--- config.mk ---
export PLATFORM = sky130hd
export DESIGN_NAME = lwc_host_tx
export DESIGN_NICKNAME = d
export VERILOG_FILES = /design/src/rtl/lwc_host_tx.sv
export SDC_FILE = /design/constraint.sdc
export NUM_CORES = 1
export LEC_CHECK = 0
export BUFFER_PORTS_ARGS = -buffer_cell sky130_fd_sc_hd__buf_2
export CORE_AREA = 2 2 179 181
export CTS_CLUSTER_SIZE = 8
export DETAILED_ROUTE_END_ITERATION = 8
export DIE_AREA = 0 0 181 183
export PLACE_DENSITY = 0.78
export SYNTH_ARGS = -nofsm -noshare
export SYNTH_HDL_FRONTEND = slang
export SYNTH_SLANG_ARGS = --single-unit
--- constraint.sdc ---
create_clock -name clk -period 28.1 [get_ports clk]
set_input_delay 5.62 -clock clk [delete_from_list [all_inputs] [get_ports clk]]
set_output_delay 5.62 -clock clk [all_outputs]
set_load 0.01 [all_outputs]
--- src/rtl/lwc_host_tx.sv ---
// lwc_host_tx: turns one host command into the LWC instruction/segment word stream.
//   Key load goes out on sdi; opcode, nonce, AD, message and tag go out on pdi.
//   Core output is forwarded to the host unbuffered; done/status_ok report the final status word.
// Ports: clk/rst; cmd_* handshake with key/npub; src_* host data in; pdi_*/sdi_* to core;
//   do_* from core; out_* to host; done pulse; status_ok held until the next done.
module lwc_host_tx (
   input  logic         clk,
   input  logic         rst,
   input  logic         cmd_valid,
   output logic         cmd_ready,
   input  logic         cmd_decrypt,
   input  logic         cmd_newkey,
   input  logic [15:0]  cmd_ad_len,
   input  logic [15:0]  cmd_msg_len,
   input  logic [127:0] key,
   input  logic [127:0] npub,
   input  logic [31:0]  src_data,
   input  logic         src_valid,
   output logic         src_ready,
   output logic [31:0]  pdi_data,
   output logic         pdi_valid,
   input  logic         pdi_ready,
   output logic [31:0]  sdi_data,
   output logic         sdi_valid,
   input  logic         sdi_ready,
   input  logic [31:0]  do_data,
   input  logic         do_valid,
   input  logic         do_last,
   output logic         do_ready,
   output logic [31:0]  out_data,
   output logic         out_valid,
   input  logic         out_ready,
   output logic         done,
   output logic         status_ok
);

   localparam logic [3:0] S_IDLE   = 4'd0,  S_LDKEY  = 4'd1,  S_KEYHDR = 4'd2,
                          S_KEYDAT = 4'd3,  S_ACTKEY = 4'd4,  S_OPCODE = 4'd5,
                          S_NPHDR  = 4'd6,  S_NPDAT  = 4'd7,  S_ADHDR  = 4'd8,
                          S_ADDAT  = 4'd9,  S_MSGHDR = 4'd10, S_MSGDAT = 4'd11,
                          S_TAGHDR = 4'd12, S_TAGDAT = 4'd13, S_WAIT   = 4'd14;

   localparam logic [3:0] OP_LDKEY = 4'h4, OP_ACTKEY = 4'h7, OP_ENC = 4'h2, OP_DEC = 4'h3;
   localparam logic [3:0] T_AD = 4'h1, T_PT = 4'h4, T_CT = 4'h5, T_TAG = 4'h8,
                          T_KEY = 4'hC, T_NPUB = 4'hD;

   // {type, Partial=0, EOI, EOT=1, Last, 8'h00, len}
   function automatic logic [31:0] seg_hdr(input logic [3:0] typ, input logic eoi,
                                           input logic last, input logic [15:0] len);
      return {typ, 1'b0, eoi, 1'b1, last, 8'h00, len};
   endfunction

   // ceil(len/4) with a 17-bit sum so 16'hFFFF yields 16384 rather than wrapping
   function automatic logic [15:0] num_words(input logic [15:0] len);
      return 16'(({1'b0, len} + 17'd3) >> 2);
   endfunction

   logic [3:0]   state_q, state_d;
   logic [15:0]  cnt_q, cnt_d;
   logic         dec_q, dec_d;
   logic [15:0]  ad_len_q, ad_len_d, msg_len_q, msg_len_d;
   logic [127:0] key_q, key_d, npub_q, npub_d;
   logic         seen_q, seen_d;
   logic         done_q, status_q;

   logic [15:0]  hdr_words;
   logic         pdi_fire, sdi_fire, last_fire;
   logic         eoi_np, eoi_ad, eoi_msg;

   // EOI lands on the last non-empty input segment, falling back to the nonce
   assign eoi_np  = (ad_len_q == 16'd0) && (msg_len_q == 16'd0);
   assign eoi_ad  = (ad_len_q != 16'd0) && (msg_len_q == 16'd0);
   assign eoi_msg = (msg_len_q != 16'd0);

   assign pdi_fire  = pdi_valid & pdi_ready;
   assign sdi_fire  = sdi_valid & sdi_ready;
   assign last_fire = do_valid & out_ready & do_last;

   assign cmd_ready = (state_q == S_IDLE);
   assign out_data  = do_data;
   assign out_valid = do_valid;
   assign do_ready  = out_ready;
   assign done      = done_q;
   assign status_ok = status_q;

   // Word presented in each state; purely a function of state and latched fields so it
   // stays stable until the port accepts it.
   always_comb begin
      pdi_data  = 32'h0;
      pdi_valid = 1'b0;
      sdi_data  = 32'h0;
      sdi_valid = 1'b0;
      src_ready = 1'b0;
      hdr_words = 16'd0;
      case (state_q)
         S_LDKEY:  begin sdi_data = {OP_LDKEY, 28'h0}; sdi_valid = 1'b1; end
         S_KEYHDR: begin
            sdi_data = seg_hdr(T_KEY, 1'b0, 1'b0, 16'd16); sdi_valid = 1'b1; hdr_words = 16'd4;
         end
         S_KEYDAT: begin sdi_data = key_q[127:96]; sdi_valid = 1'b1; end
         S_ACTKEY: begin pdi_data = {OP_ACTKEY, 28'h0}; pdi_valid = 1'b1; end
         S_OPCODE: begin pdi_data = {(dec_q ? OP_DEC : OP_ENC), 28'h0}; pdi_valid = 1'b1; end
         S_NPHDR:  begin
            pdi_data = seg_hdr(T_NPUB, eoi_np, 1'b0, 16'd16); pdi_valid = 1'b1; hdr_words = 16'd4;
         end
         S_NPDAT:  begin pdi_data = npub_q[127:96]; pdi_valid = 1'b1; end
         S_ADHDR:  begin
            pdi_data  = seg_hdr(T_AD, eoi_ad, 1'b0, ad_len_q);
            pdi_valid = 1'b1;
            hdr_words = num_words(ad_len_q);
         end
         S_MSGHDR: begin
            pdi_data  = seg_hdr(dec_q ? T_CT : T_PT, eoi_msg, ~dec_q, msg_len_q);
            pdi_valid = 1'b1;
            hdr_words = num_words(msg_len_q);
         end
         S_TAGHDR: begin
            pdi_data = seg_hdr(T_TAG, 1'b0, 1'b1, 16'd16); pdi_valid = 1'b1; hdr_words = 16'd4;
         end
         S_ADDAT, S_MSGDAT, S_TAGDAT: begin
            pdi_data  = src_data;
            pdi_valid = src_valid;
            src_ready = pdi_ready;
         end
         default: ;
      endcase
   end

   always_comb begin
      state_d   = state_q;
      cnt_d     = cnt_q;
      dec_d     = dec_q;
      ad_len_d  = ad_len_q;
      msg_len_d = msg_len_q;
      key_d     = key_q;
      npub_d    = npub_q;
      seen_d    = seen_q;
      case (state_q)
         S_IDLE: if (cmd_valid) begin
            dec_d     = cmd_decrypt;
            ad_len_d  = cmd_ad_len;
            msg_len_d = cmd_msg_len;
            key_d     = key;
            npub_d    = npub;
            seen_d    = 1'b0;
            state_d   = cmd_newkey ? S_LDKEY : S_OPCODE;
         end
         S_LDKEY:  if (sdi_fire) state_d = S_KEYHDR;
         S_KEYHDR: if (sdi_fire) begin cnt_d = hdr_words; state_d = S_KEYDAT; end
         S_KEYDAT: if (sdi_fire) begin
            key_d = {key_q[95:0], 32'h0};
            cnt_d = cnt_q - 16'd1;
            if (cnt_q == 16'd1) state_d = S_ACTKEY;
         end
         S_ACTKEY: if (pdi_fire) state_d = S_OPCODE;
         S_OPCODE: if (pdi_fire) state_d = S_NPHDR;
         S_NPHDR:  if (pdi_fire) begin cnt_d = hdr_words; state_d = S_NPDAT; end
         S_NPDAT:  if (pdi_fire) begin
            npub_d = {npub_q[95:0], 32'h0};
            cnt_d  = cnt_q - 16'd1;
            if (cnt_q == 16'd1) state_d = S_ADHDR;
         end
         S_ADHDR: if (pdi_fire) begin
            cnt_d   = hdr_words;
            state_d = (hdr_words == 16'd0) ? S_MSGHDR : S_ADDAT;
         end
         S_ADDAT: if (pdi_fire) begin
            cnt_d = cnt_q - 16'd1;
            if (cnt_q == 16'd1) state_d = S_MSGHDR;
         end
         S_MSGHDR: if (pdi_fire) begin
            cnt_d = hdr_words;
            if (hdr_words != 16'd0) state_d = S_MSGDAT;
            else                    state_d = dec_q ? S_TAGHDR : S_WAIT;
         end
         S_MSGDAT: if (pdi_fire) begin
            cnt_d = cnt_q - 16'd1;
            if (cnt_q == 16'd1) state_d = dec_q ? S_TAGHDR : S_WAIT;
         end
         S_TAGHDR: if (pdi_fire) begin cnt_d = hdr_words; state_d = S_TAGDAT; end
         S_TAGDAT: if (pdi_fire) begin
            cnt_d = cnt_q - 16'd1;
            if (cnt_q == 16'd1) state_d = S_WAIT;
         end
         S_WAIT: if (seen_q || last_fire) begin
            seen_d  = 1'b0;
            state_d = S_IDLE;
         end
         default: state_d = S_IDLE;
      endcase
      // The core may finish before the input stream does; remember it so WAIT exits at once.
      if (last_fire && (state_q != S_IDLE) && (state_q != S_WAIT)) seen_d = 1'b1;
   end

   always_ff @(posedge clk or posedge rst) begin
      if (rst) begin
         state_q   <= S_IDLE;
         cnt_q     <= 16'd0;
         dec_q     <= 1'b0;
         ad_len_q  <= 16'd0;
         msg_len_q <= 16'd0;
         key_q     <= 128'h0;
         npub_q    <= 128'h0;
         seen_q    <= 1'b0;
         done_q    <= 1'b0;
         status_q  <= 1'b0;
      end else begin
         state_q   <= state_d;
         cnt_q     <= cnt_d;
         dec_q     <= dec_d;
         ad_len_q  <= ad_len_d;
         msg_len_q <= msg_len_d;
         key_q     <= key_d;
         npub_q    <= npub_d;
         seen_q    <= seen_d;
         done_q    <= last_fire;
         if (last_fire) status_q <= (do_data[31:28] == 4'hE);
      end
   end

endmodule

Word-level counts from Yosys, hierarchy flattened --
Index checks and enable logic that the tools add are counted.
Storage, ports and cells: flip-flop bits (word level) 312, output and inout bits 104
Cells by class: add/subtract/negate cells 3, equality and inequality tests 41, muxes and demuxes 48, bitwise logic cells 5, reductions and logical operators 29
Operators by type and width (count):
- two-way mux 128 bit | 4
- case mux 128 bit (2 select lines) | 2
- case mux 32 bit (8 select lines) | 1
- case mux 32 bit (3 select lines) | 1
- two-way mux 4 bit | 20
- two-way mux 16 bit | 4
- case mux 16 bit (4 select lines) | 1
- case mux 4 bit (15 select lines) | 1
- logical NOT 16 bit | 3
- nonzero test 16 bit | 3
- case mux 15 bit (3 select lines) | 1
- inequality test 2 bit (second input constant) | 20
- adder 16 x 2 -> 17 bit (second input constant) | 2
- equality test 4 bit (second input constant) | 8
- AND reduction 20 bit | 1
- equality test 16 x 1 -> 1 bit (second input constant) | 1
- equality test 4 x 3 -> 1 bit (second input constant) | 4
- subtractor 16 x 1 -> 16 bit (second input constant) | 1
- AND reduction 3 bit | 3
- OR reduction 3 bit | 3
- equality test 4 x 2 -> 1 bit (second input constant) | 2
- nonzero test 4 bit | 2
- OR reduction 4 bit | 2
- two-way mux 1 bit | 7
- other kinds (18) | 29

Depth between registers and ports, before layout --
Gate-level depths: netlist of run 1.
depth after elaboration 7, gate-level depth with buffers 11, mapped depth without buffers 9

Least setup slack after synthesis of run 1 --
Ideal clock, no wire load.
path type input to output, start input src_data[25], end output pdi_data[25], data arrival time 6049 ps, slack 16431 ps, stages 2, buffers on the path 0, cells stage by stage mux2i_1 -> a211oi_1
On the way: word-level cells in the longest chain between the ends 1
Ends and longest elaborated chain:
- start, declared | line 17 | input logic [31:0] src_data,
- case mux 32 bit (8 select lines) | line 95 | case (state_q)
- end, declared | line 20 | output logic [31:0] pdi_data,
No other way between the ends.

Worst setup path after layout of run 1 --
start input src_data[24], end output pdi_data[24]
The elaborated chain is that of the path after synthesis.

==> impl_metrics.sql, run 1 <==
INSERT INTO impl_metrics (metric_group, metric, value, unit) VALUES
('outcome', 'status', 'completed', ''),
('worst_setup_path', 'path_max_fanout', '2', ''),
('finish', 'filler_cell_count', '2676', ''),
('timing', 'grt_setup_unrepaired', 'false', ''),
('place', 'detailed_place_hpwl', '31800', 'um'),
('timing', 'timing.clock.skew', '0.0129', 'ns'),
('clock_network', 'hold_buffers', '0', ''),
('die', 'design.die.area', '33100', 'um2'),
('worst_setup_path', 'worstSetupPathType', 'primary input to output pin', ''),
('timing', 'timing.final.crit_period', '11.98', 'ns'),
('die', 'top_level_ports', '467', ''),
('die', 'chipHeight', '183', 'um'),
('drt', 'vias', '13000', ''),
('place', 'port_buffers', '410', ''),
('drt', 'route.antenna.remaining_nets', '0', ''),
('finish', 'layout.nets', '2229', ''),
('pwr', 'internal-power', '1250', 'uW'),
('finish', 'multi_input_area', '6970', 'um2'),
('yosys', 'ys_dominant_reg_cell', 'dfrtp_1', ''),
('clock_network', 'clk_latency_worst_skew_pair', '0.53', 'ns'),
('grt', 'via_count_of_the_first_global_routing_pass', '13000', ''),
('pwr', 'static_leak', '0.00957', 'uW'),
('clock_network', 'tritoncts_clock_tree', 'built', ''),
('clock_network', 'clock_tree.root_cell', 'clkbuf_16', ''),
('place', 'placement.setup.worst_slack', '16.01', 'ns'),
('timing', 'maxSlewHeadroom', '13.0', '%'),
('yosys', 'synth.lib_cells_used.distinct', '61', ''),
('worst_setup_path', 'critical_path.startpoint_type', 'primary input', ''),
('yosys', 'synth_largest_area_cell', 'dfrtp_1', ''),
('yosys', 'synth.area.top_cells', 'dfrtp_1 (50%), mux2i_1 (13%), o21ai_0 (7.7%), nand2_1 (5.8%), a22o_1 (4.6%)', ''),
('timing', 'final-hold-violation-count', '0', ''),
('drt', 'drt_first_iter_violations', '1152', ''),
('finish', 'post_route_cells_drive_above_1_share', '28.2', '%'),
('yosys', 'synthesis.nets', '1901', ''),
('timing', 'fmaxAchievable', '83.5', 'MHz'),
('yosys', 'asr_flop_ratio_synth', '100', '%'),
('yosys', 'synth.yosys.warnings', '0', ''),
('clock_network', 'post-cts-setup-buffer-count', '0', ''),
('clock_network', 'cts_repair_resize_count', '0', ''),
('die', 'initial_utilization', '49.6', '%'),
('yosys', 'synth-edff-count', '0', ''),
('pwr', 'p_switching', '778', 'uW'),
('timing', 'maxSlewViolCount', '0', ''),
('place', 'post_place_instance_area', '17600', 'um2'),
('timing', 'min_period_over_period', '42.6', '%'),
('finish', 'final_design_area_no_fill', '18800', 'um2'),
('pwr', 'power_density_relative_to_cell_area', '108', 'nW/um2'),
('min_path', 'timing.hold.worst.class', 'flip-flop to flip-flop', ''),
('yosys', 'cell_area_after_synthesis', '15500', 'um2'),
('grt', 'antenna_violations_before_repair', '26', ''),
('pwr', 'power.total', '2030', 'uW'),
('yosys', 'yosys_register_bits', '312', ''),
('worst_setup_path', 'required', '22.48', 'ns'),
('yosys', 'proportion_of_netlist_area_held_by_the_largest_area_contributor', '50.4', '%'),
('clock_network', 'cts_buffers', '45', ''),
('yosys', 'synth_sequential_area_ratio', '50.4', '%'),
('pwr', 'pwr-share-clk', '23.4', '%'),
('drt', 'wl', '44900', 'um'),
('timing', 'report.final.setup_viol', '0', ''),
('pwr', 'sequential_power_share', '39.4', '%'),
('grt', 'grt_max_degree', '139', ''),
('die', 'rows', '65', ''),
('drt', 'drtPass1Iterations', '5', ''),
('finish', 'final_core_util', '60.2', '%'),
('grt', 'grt_usage', '26.9', '%'),
('yosys', 'syn-instance-count', '1536', ''),
('clock_network', 'cts_buffer_depth', '3', ''),
('place', 'globalplace.congestion', '0.905', ''),
('die', 'floorplan.core_area', '31200', 'um2'),
('worst_setup_path', 'worst-endpoint-arrival', '6.36', 'ns'),
('pwr', 'vdd.ir_drop.worst', '0.0643', 'mV');
==> kinds of logic after synthesis <==
kind of cell	share of synthesized area, %
compound gates	16.8
xor+xnor	0.735
mux	15.5
flops	50.4
fa+ha+maj	0.162
buf+inv	4.89
simple gates	11.5
==> sequential cells by signal (all words and copies together) (netlist names) <==
| signal | count |
|---|---|
| key_q | 128 |
| npub_q | 128 |
| ad_len_q | 16 |
| cnt_q | 16 |
| msg_len_q | 16 |
| state_q | 4 |
| dec_q | 1 |
| done | 1 |
| seen_q | 1 |
| status_ok | 1 |
==> synth_stat cells (7+ instances only) <==
| master | n |
|---|---|
| dfrtp_1 | 312 |
| nand2_1 | 241 |
| o21ai_0 | 238 |
| mux2i_1 | 205 |
| clkbuf_1 | 92 |
| a22o_1 | 81 |
| nor2_1 | 44 |
| buf_4 | 34 |
| and2_1 | 32 |
| mux2_2 | 31 |
| a21oi_1 | 22 |
| buf_1 | 18 |
| inv_1 | 17 |
| nand3_1 | 16 |
| nor3_1 | 13 |
| nor4_1 | 13 |
| nand2b_1 | 10 |
| a22oi_1 | 9 |
| a31oi_1 | 8 |
| a221o_1 | 7 |
| o22ai_1 | 7 |
| xnor2_1 | 7 |
==> layer usage <==
metal  track usage (%)  vias to the layer above  share of wire, %
met3              6.39                      133               7.3
met4              12.4                       10               4.4
met1              34.8                     6224                42
met5                 0                        -              0.15
met2              43.1                      546                47
li1                  -                     6117                 -
==> power groups by stage <==
stage | Clock (uW) | Sequential (uW) | Combinational, uW
finish | 474 | 800 | 756
global route | 504 | 824 | 846
CTS | 484 | 797 | 758
detailed placement | 0 | 800 | 753
global placement | 0 | 792 | 727
floorplan | 0 | 748 | 566
==> placed cells by master (no fill, tap or decap), drive strengths merged, types with 9 or more instances in the layout <==
cell type	count
buf	430
dfrtp	312
nand2	241
o21ai	239
mux2i	205
a22o	81
clkbuf	51
nor2	44
and2	32
mux2	31
a21oi	22
inv	20
diode	19
nand3	16
nor4	13
nor3	13
nand2b	10
a22oi	9
==> through the flow <==
| stage | instances | hold WS [ns] |
|---|---|---|
| 3_3_place_gp | 2219 | 0.453 |
| 3_5_place_dp | 2219 | 0.462 |
| 4_1_cts | 2273 | 0.473 |
| 2_1_floorplan | 1536 | 0.442 |
| 5_1_grt | 2291 | 0.490 |
| 6_report | 2292 | 0.468 |
==> layout make-up <==
| class | instances | share of cell area (%) |
|---|---|---|
| clock buffer | 51 | 6.21 |
| tap | 402 | 2.67 |
| clock inverter | 3 | 0.200 |
| inverter | 17 | 0.379 |
| antenna | 19 | 0.253 |
| sequential | 312 | 41.5 |
| multi-input combinational | 1058 | 37.1 |
| timing repair buffer | 430 | 11.7 |
==> worst paths after layout <==
kind / start / end / slack [ns] / cells past startpoint
min in group asynchronous: rst / npub_q[86] / 5.19 / 2
min reg2reg: key_q[114] / key_q[114] / 0.47 / 2
max: src_data[24] / pdi_data[24] / 16.12 / 4
max reg2reg: state_q[2] / npub_q[83] / 23.76 / 9
min: key_q[114] / key_q[114] / 0.47 / 2
max in group asynchronous: rst / key_q[112] / 20.43 / 4
==> worst max-delay path, stage by stage <==
cell and delay, ns:
buf_2 0.09, a32oi_1 0.38, nand2_1 0.10, buf_2 0.16
Note: power is estimated with default switching activity, not from simulation.
==> inputs of run 2 (changes only) <==
CORE_AREA = not set   (was 2 2 179 181)
CORE_UTILIZATION = 47   (was not set)
DIE_AREA = not set   (was 0 0 181 183)
PLACE_DENSITY = 0.77   (was 0.78)
clock period = 10.78 ns   (was 28.1 ns; I/O delays follow)
==> run 2 against run 1 <==
Routed wire length decreased by 0.92%. Combinational power grew to 2.6 times the previous value. Sequential power grew to 2.6 times the previous value. Power increased to 2.6 times the previous value. Critical path type is now flip-flop to output pin. Critical endpoint is now pdi_data[26]. Largest cell class unchanged. Largest power group unchanged.
==> impl_metrics.sql, run 2 (same netlist as run 1, synthesis figures left out) <==
INSERT INTO impl_metrics (metric_group, metric, value, unit) VALUES
('grt', 'via_count_of_the_first_global_routing_pass', '12700', ''),
('flow_run', 'max_cap_violation_count', '0', ''),
('grt', 'grt.overflow.total', '0', ''),
('die', 'design.die.area', '33700', 'um2'),
('worst_setup_path', 'worst-endpoint-arrival', '3.30', 'ns'),
('timing', 'fmaxAchievable', '183', 'MHz'),
('clock_network', 'cts_buffers', '45', ''),
('die', 'top_level_ports', '467', ''),
('timing', 'timing.final.crit_period', '5.46', 'ns'),
('drt', 'drtPass1Iterations', '6', ''),
('timing', 'report.final.setup_viol', '0', ''),
('pwr', 'static_leak', '0.00956', 'uW'),
('grt', 'antenna_violations_before_repair', '19', ''),
('finish', 'layout_commonest_cell', 'buf_2', ''),
('die', 'chipHeight', '183', 'um'),
('worst_setup_path', 'critPathMaxStageDelay', '0.89', 'ns'),
('worst_setup_path', 'path_buf_inv', '2', ''),
('place', 'detailed_place_hpwl', '30800', 'um'),
('clock_network', 'clk_latency_worst_skew_pair', '0.53', 'ns'),
('grt', 'global_route_wire_length_before_repair', '68600', 'um'),
('finish', 'post_route_cells_drive_above_1_share', '28.1', '%'),
('clock_network', 'cts_num_sinks', '312', ''),
('pwr', 'power_density_relative_to_cell_area', '280', 'nW/um2'),
('finish', 'final_core_util', '58.0', '%'),
('timing', 'maxSlewViolCount', '0', ''),
('drt', 'vias', '12900', ''),
('finish', 'largestRegisters', 'key_q x128, npub_q x128', ''),
('finish', 'layout_common_cells', 'buf_2 (410), dfrtp_1 (312), nand2_1 (241)', ''),
('timing', 'timing.clock.skew', '0.0162', 'ns'),
('clock_network', 'cts_htree_levels', '2', ''),
('pwr', 'power.total', '5270', 'uW'),
('clock_network', 'clock_tree.root_cell', 'clkbuf_16', ''),
('clock_network', 'cts_buffer_depth', '3', ''),
('timing', 'tightest_slew', '1.17', 'ns'),
('worst_setup_path', 'worstSetupPathType', 'flip-flop to output pin', ''),
('die', 'initial_utilization', '47.7', '%'),
('die', 'rows', '66', ''),
('grt', 'grt_usage', '26.0', '%'),
('clock_network', 'cts_repair_resize_count', '0', ''),
('die', 'die_width', '183', 'um'),
('timing', 'final.setup.tns', '0', 'ns'),
('clock_network', 'post-cts-setup-buffer-count', '0', ''),
('worst_setup_path', 'required', '8.62', 'ns'),
('min_path', 'timing.hold.worst.class', 'flip-flop to flip-flop', ''),
('timing', 'setup_slack', '5.32', 'ns'),
('worst_setup_path', 'critPathSlowestCell', 'dfrtp_1', ''),
('finish', 'non_filler_instance_count_after_layout', '2320', ''),
('worst_setup_path', 'worstPathCellList', 'nand2_1, and3_1, buf_4, a22oi_1, o21ai_0, buf_2', ''),
('clock_network', 'clkTransAtPathRegs', '0.05', 'ns'),
('worst_setup_path', 'critical_path.startpoint_type', 'flip-flop', ''),
('finish', 'syn_to_final_growth', '21.6', '%'),
('place', 'globalplace.congestion', '0.951', ''),
('timing', 'grt_setup_unrepaired', 'false', ''),
('finish', 'layout.nets', '2229', ''),
('outcome', 'status', 'completed', ''),
('worst_setup_path', 'crit_path_end_kind', 'output pin', ''),
('timing', 'final-hold-violation-count', '0', ''),
('die', 'floorplan.core_area', '32500', 'um2'),
('timing', 'min_period_over_period', '50.6', '%'),
('place', 'placed_cells', '2259', ''),
('pwr', 'vdd.ir_drop.worst', '0.133', 'mV'),
('timing', 'maxSlewHeadroom', '22.3', '%'),
('drt', 'drt_drc_violations_left', '0', ''),
('drt', 'route.antenna.remaining_nets', '0', ''),
('place', 'placement.setup.worst_slack', '5.71', 'ns'),
('drt', 'wl', '44500', 'um'),
('drt', 'drt_first_iter_violations', '916', ''),
('drt', 'post_drt_wl_per_cell', '19.2', 'um'),
('drt', 'viasPerCell', '5.56', ''),
('place', 'port_buffers', '410', ''),
('clock_network', 'tritoncts_clock_tree', 'built', ''),
('worst_setup_path', 'path_max_fanout', '27', ''),
('worst_setup_path', 'path_delay_family', 'simple AND/OR/NAND/NOR gates', ''),
('clock_network', 'hold_buffers', '0', ''),
('grt', 'grt_max_degree', '161', '');
run 2: layout make-up:
type / instances / area [um2]
clock buffers: 48 / 1160
inverters: 17 / 67.6
diodes: 11 / 27.5
multi-input cells: 1058 / 6970
repair buffers: 430 / 2210
well taps: 442 / 553
clock inverters: 2 / 25.0
fillers: 2818 / 13600
flip-flops and latches: 312 / 7810
run 2: worst paths after layout:
| path | start | endpoint | slack, ns | cells past startpoint |
|---|---|---|---|---|
| worst max-delay path | state_q[2] | pdi_data[26] | 5.32 | 6 |
| min in group asynchronous | rst | key_q[42] | 1.95 | 3 |
| max in group asynchronous | rst | state_q[1] | 7.19 | 4 |
| worst min register to register | key_q[106] | key_q[106] | 0.47 | 2 |
| worst max register to register | state_q[2] | key_q[36] | 7.01 | 6 |
| worst min-delay path | key_q[106] | key_q[106] | 0.47 | 2 |
run 2: per-layer routing:
metal  wire [um]  vias up  GRT usage, %
li1            -     6097             -
met1       18700     6129          33.6
met2       20300      498          40.7
met3        3280      150          6.77
met4        2180       14          12.9
met5          72        -             0
run 2: metrics by stage:
stage	cell area [um2]	hold WS (ns)
2_1_floorplan	15500	0.442
3_3_place_gp	17600	0.453
3_5_place_dp	17600	0.462
4_1_cts	18800	0.472
5_1_grt	18800	0.488
6_report	18800	0.469
run 2: report_power, final:
| part | internal (uW) | switching, uW | total (uW) |
|---|---|---|---|
| clock | 748 | 485 | 1230 |
| sequential | 1700 | 385 | 2090 |
| combinational | 807 | 1140 | 1940 |
| total | 3260 | 2010 | 5270 |
run 2: worst reg2reg max path, stage by stage, from the launching register on:
cell and delay, ns:
dfrtp_1 0.89, nor3_2 0.11, buf_4 0.40, a21oi_4 0.27
buf_4 0.64, buf_4 0.98, o21ai_0 0.31
==> inputs of run 3 (changes only) <==
ABC_AREA = 1   (was not set)
CORE_UTILIZATION = 48   (was 47)
PLACE_DENSITY = 0.78   (was 0.77)
clock period = 4.8 ns   (was 10.78 ns; I/O delays follow)
==> run 3 against run 2 <==
Via count is 16% higher. Worst hold slack worse by 0.054 ns. Non-clock buffer count is 2 lower. Register-to-register slack worse by 5.8 ns. Combinational power is 130% higher. Clock skew is 0.0054 ns lower. Sequential power is 110% higher. First-iteration DRC count is 44% higher. Cell count is 20% higher. Critical path depth is 1 higher. Critical endpoint is now pdi_data[24]. Largest cell class unchanged.
==> impl_metrics.sql, run 3 <==
INSERT INTO impl_metrics (metric_group, metric, value, unit) VALUES
('yosys', 'yosys_register_bits', '312', ''),
('timing', 'final.setup.tns', '0', 'ns'),
('worst_setup_path', 'required', '3.84', 'ns'),
('grt', 'global_route_wire_length_before_repair', '75400', 'um'),
('yosys', 'cell_area_after_synthesis', '16100', 'um2'),
('drt', 'post_drt_wl_per_cell', '17.8', 'um'),
('finish', 'largestRegisters', 'key_q x128, npub_q x128', ''),
('timing', 'maxSlewViolCount', '0', ''),
('yosys', 'ys_dominant_reg_cell', 'dfrtp_1', ''),
('timing', 'timing.final.crit_period', '4.16', 'ns'),
('grt', 'grt_usage', '28.6', '%'),
('die', 'chipHeight', '185', 'um'),
('pwr', 'swShare', '39.9', '%'),
('yosys', 'proportion_of_netlist_area_held_by_the_largest_area_contributor', '48.6', '%'),
('finish', 'ff_latch_area', '7810', 'um2'),
('pwr', 'internal-power', '7110', 'uW'),
('worst_setup_path', 'worstSetupPathType', 'flip-flop to output pin', ''),
('flow_run', 'max_cap_violation_count', '0', ''),
('grt', 'via_count_of_the_first_global_routing_pass', '14100', ''),
('drt', 'drt_first_iter_violations', '1316', ''),
('clock_network', 'cts_buffer_depth', '3', ''),
('yosys', 'asr_flop_ratio_synth', '100', '%'),
('clock_network', 'clkTransAtPathRegs', '0.05', 'ns'),
('drt', 'viasPerCell', '5.40', ''),
('finish', 'layout_common_cells', 'buf_2 (410), nand2_1 (384), dfrtp_1 (312)', ''),
('yosys', 'synth_largest_area_cell', 'dfrtp_1', ''),
('grt', 'grt.overflow.total', '0', ''),
('timing', 'maxSlewHeadroom', '20.5', '%'),
('finish', 'layout.nets', '2673', ''),
('clock_network', 'hold_buffers', '0', ''),
('die', 'die_width', '185', 'um'),
('yosys', 'synthMostInstantiatedCell', 'nand2_1', ''),
('grt', 'antenna_violations_before_repair', '24', ''),
('yosys', 'avgSynthCellArea', '8.06', 'um2'),
('place', 'post_place_instance_area', '18100', 'um2'),
('place', 'port_buffers', '410', ''),
('clock_network', 'cts_num_sinks', '312', ''),
('place', 'detailed_place_hpwl', '35500', 'um'),
('timing', 'final-hold-violation-count', '0', ''),
('drt', 'route.antenna.remaining_nets', '0', ''),
('yosys', 'synth_sequential_area_ratio', '48.6', '%'),
('yosys', 'synthesis.nets', '2358', ''),
('clock_network', 'post-cts-setup-buffer-count', '0', ''),
('drt', 'drtPass1Iterations', '5', ''),
('grt', 'grt_max_degree', '257', ''),
('timing', 'timing.clock.skew', '0.0109', 'ns'),
('worst_setup_path', 'critical_path.startpoint_type', 'flip-flop', ''),
('drt', 'wl', '49400', 'um'),
('finish', 'non_filler_instance_count_after_layout', '2777', ''),
('finish', 'layout_commonest_cell', 'buf_2', ''),
('finish', 'final_core_util', '59.2', '%'),
('yosys', 'synth.lib_cells_used.distinct', '46', ''),
('clock_network', 'clk_latency_worst_skew_pair', '0.53', 'ns'),
('die', 'rows', '66', ''),
('pwr', 'vdd.ir_drop.worst', '0.437', 'mV'),
('drt', 'vias', '15000', ''),
('pwr', 'p_switching', '4720', 'uW'),
('yosys', 'synth.area.top_cells', 'dfrtp_1 (49%), nand2_1 (9.0%), o21ai_0 (8.4%), o211ai_1 (7.3%), inv_1 (6.5%)', ''),
('die', 'initial_utilization', '49.1', '%'),
('finish', 'final_design_area_no_fill', '19300', 'um2'),
('die', 'top_level_ports', '467', ''),
('pwr', 'static_leak', '0.00929', 'uW'),
('yosys', 'synth.yosys.warnings', '0', ''),
('timing', 'grt_setup_unrepaired', 'false', ''),
('timing', 'report.final.setup_viol', '0', ''),
('worst_setup_path', 'worst-endpoint-arrival', '3.20', 'ns'),
('place', 'globalplace.congestion', '0.924', ''),
('yosys', 'synth-edff-count', '0', ''),
('pwr', 'power_density_relative_to_cell_area', '611', 'nW/um2'),
('clock_network', 'tritoncts_clock_tree', 'built', ''),
('finish', 'multi_input_area', '6380', 'um2'),
('yosys', 'synthTopCellsByCount', 'nand2_1 (384), dfrtp_1 (312), inv_1 (277)', ''),
('place', 'placed_cells', '2703', ''),
('outcome', 'status', 'completed', ''),
('pwr', 'share_comb_of_total_power', '38.3', '%'),
('finish', 'post_route_cells_drive_above_1_share', '23.9', '%'),
('die', 'floorplan.core_area', '32700', 'um2'),
('clock_network', 'clock_tree.root_cell', 'clkbuf_16', ''),
('clock_network', 'cts_buffers', '45', ''),
('yosys', 'syn-instance-count', '1993', ''),
('finish', 'syn_to_final_growth', '20.5', '%'),
('timing', 'fmaxAchievable', '240', 'MHz'),
('clock_network', 'cts_repair_resize_count', '0', ''),
('finish', 'filler_cell_count', '3011', ''),
('clock_network', 'cts_htree_levels', '2', ''),
('min_path', 'timing.hold.worst.class', 'primary input to async pin', ''),
('worst_setup_path', 'crit_path_end_kind', 'output pin', ''),
('pwr', 'pwr-share-clk', '23.9', '%'),
('timing', 'tightest_slew', '1.19', 'ns'),
('worst_setup_path', 'path_max_fanout', '32', ''),
('pwr', 'sequential_power_share', '37.8', '%'),
('timing', 'min_period_over_period', '86.7', '%'),
('drt', 'drt_drc_violations_left', '0', ''),
('die', 'design.die.area', '34200', 'um2');
-- run 3: cell types whose count changed after synthesis, sizes merged, moves of 21 or more --
cell,delta
and2,-32
nand2,+157
a22o,-80
o21ai,+44
a21oi,+21
mux2i,-205
o211ai,+153
inv,+273
nand3,+78
nor2,+101
-- run 3: path summary, 6_finish.rpt --
path,to,slack (ns),cells after the start,start
worst max-delay path,pdi_data[24],0.64,7,state_q[3]
worst min-delay path,ad_len_q[8],0.41,2,rst
worst max register to register,cnt_q[15],1.22,10,state_q[0]
worst min register to register,status_ok,0.48,2,status_ok
max in group asynchronous,key_q[24],3.30,3,rst
min in group clk,status_ok,0.48,2,status_ok
-- run 3: kinds of logic after synthesis --
logic type | after synthesis | share of synthesized area, %
XOR/XNOR | 8 | 0.436
buffers and inverters | 451 | 11.8
flip-flops | 312 | 48.6
adder cells (fa/ha/maj) | 2 | 0.156
multiplexers | 24 | 1.68
AND/OR/NAND/NOR | 668 | 17.6
AO/OA/AOI/OAI | 528 | 19.7
-- run 3: worst max-delay path: stages (launching register included) --
cell,delay [ns]
dfrtp_1,0.58
inv_2,0.13
nor2_1,0.31
nand2_1,0.19
inv_1,0.82
nand2_1,0.21
nand2_1,0.24
buf_2,0.17
-- run 3: metal layers --
layer	up-vias	wire length (um)	track usage [%]
li1	7175	-	-
met1	7098	21600	40.2
met2	597	22500	43.2
met3	117	3570	5.74
met4	6	1700	11.9
met5	-	39	0
-- run 3: area by class of cell --
type	instances	share of cell area, %
flip-flops and latches	312	40.4
multi-input cells	1230	33.0
repair buffers	428	11.6
clock buffers	47	6.02
inverters	291	5.67
well taps	442	2.86
diodes	24	0.310
clock inverters	3	0.233
-- run 3: through the flow --
stage,worst slack (ns),hold slack (ns),power (uW)
final,0.639,0.415,11800
after global routing,0.535,0.421,12700
after CTS,0.697,0.411,11800
after detailed placement,1.25,0.471,8950
after global placement,1.28,0.457,8770
after floorplan,-0.315,0.480,7670
-- run 3: power by group through the flow --
stage	logic (uW)	registers, uW	clock network (uW)
4_1_cts	4500	4460	2860
3_5_place_dp	4460	4490	0
2_1_floorplan	3360	4310	0
6_report	4530	4470	2820
3_3_place_gp	4330	4430	0
5_1_grt	5130	4590	2990
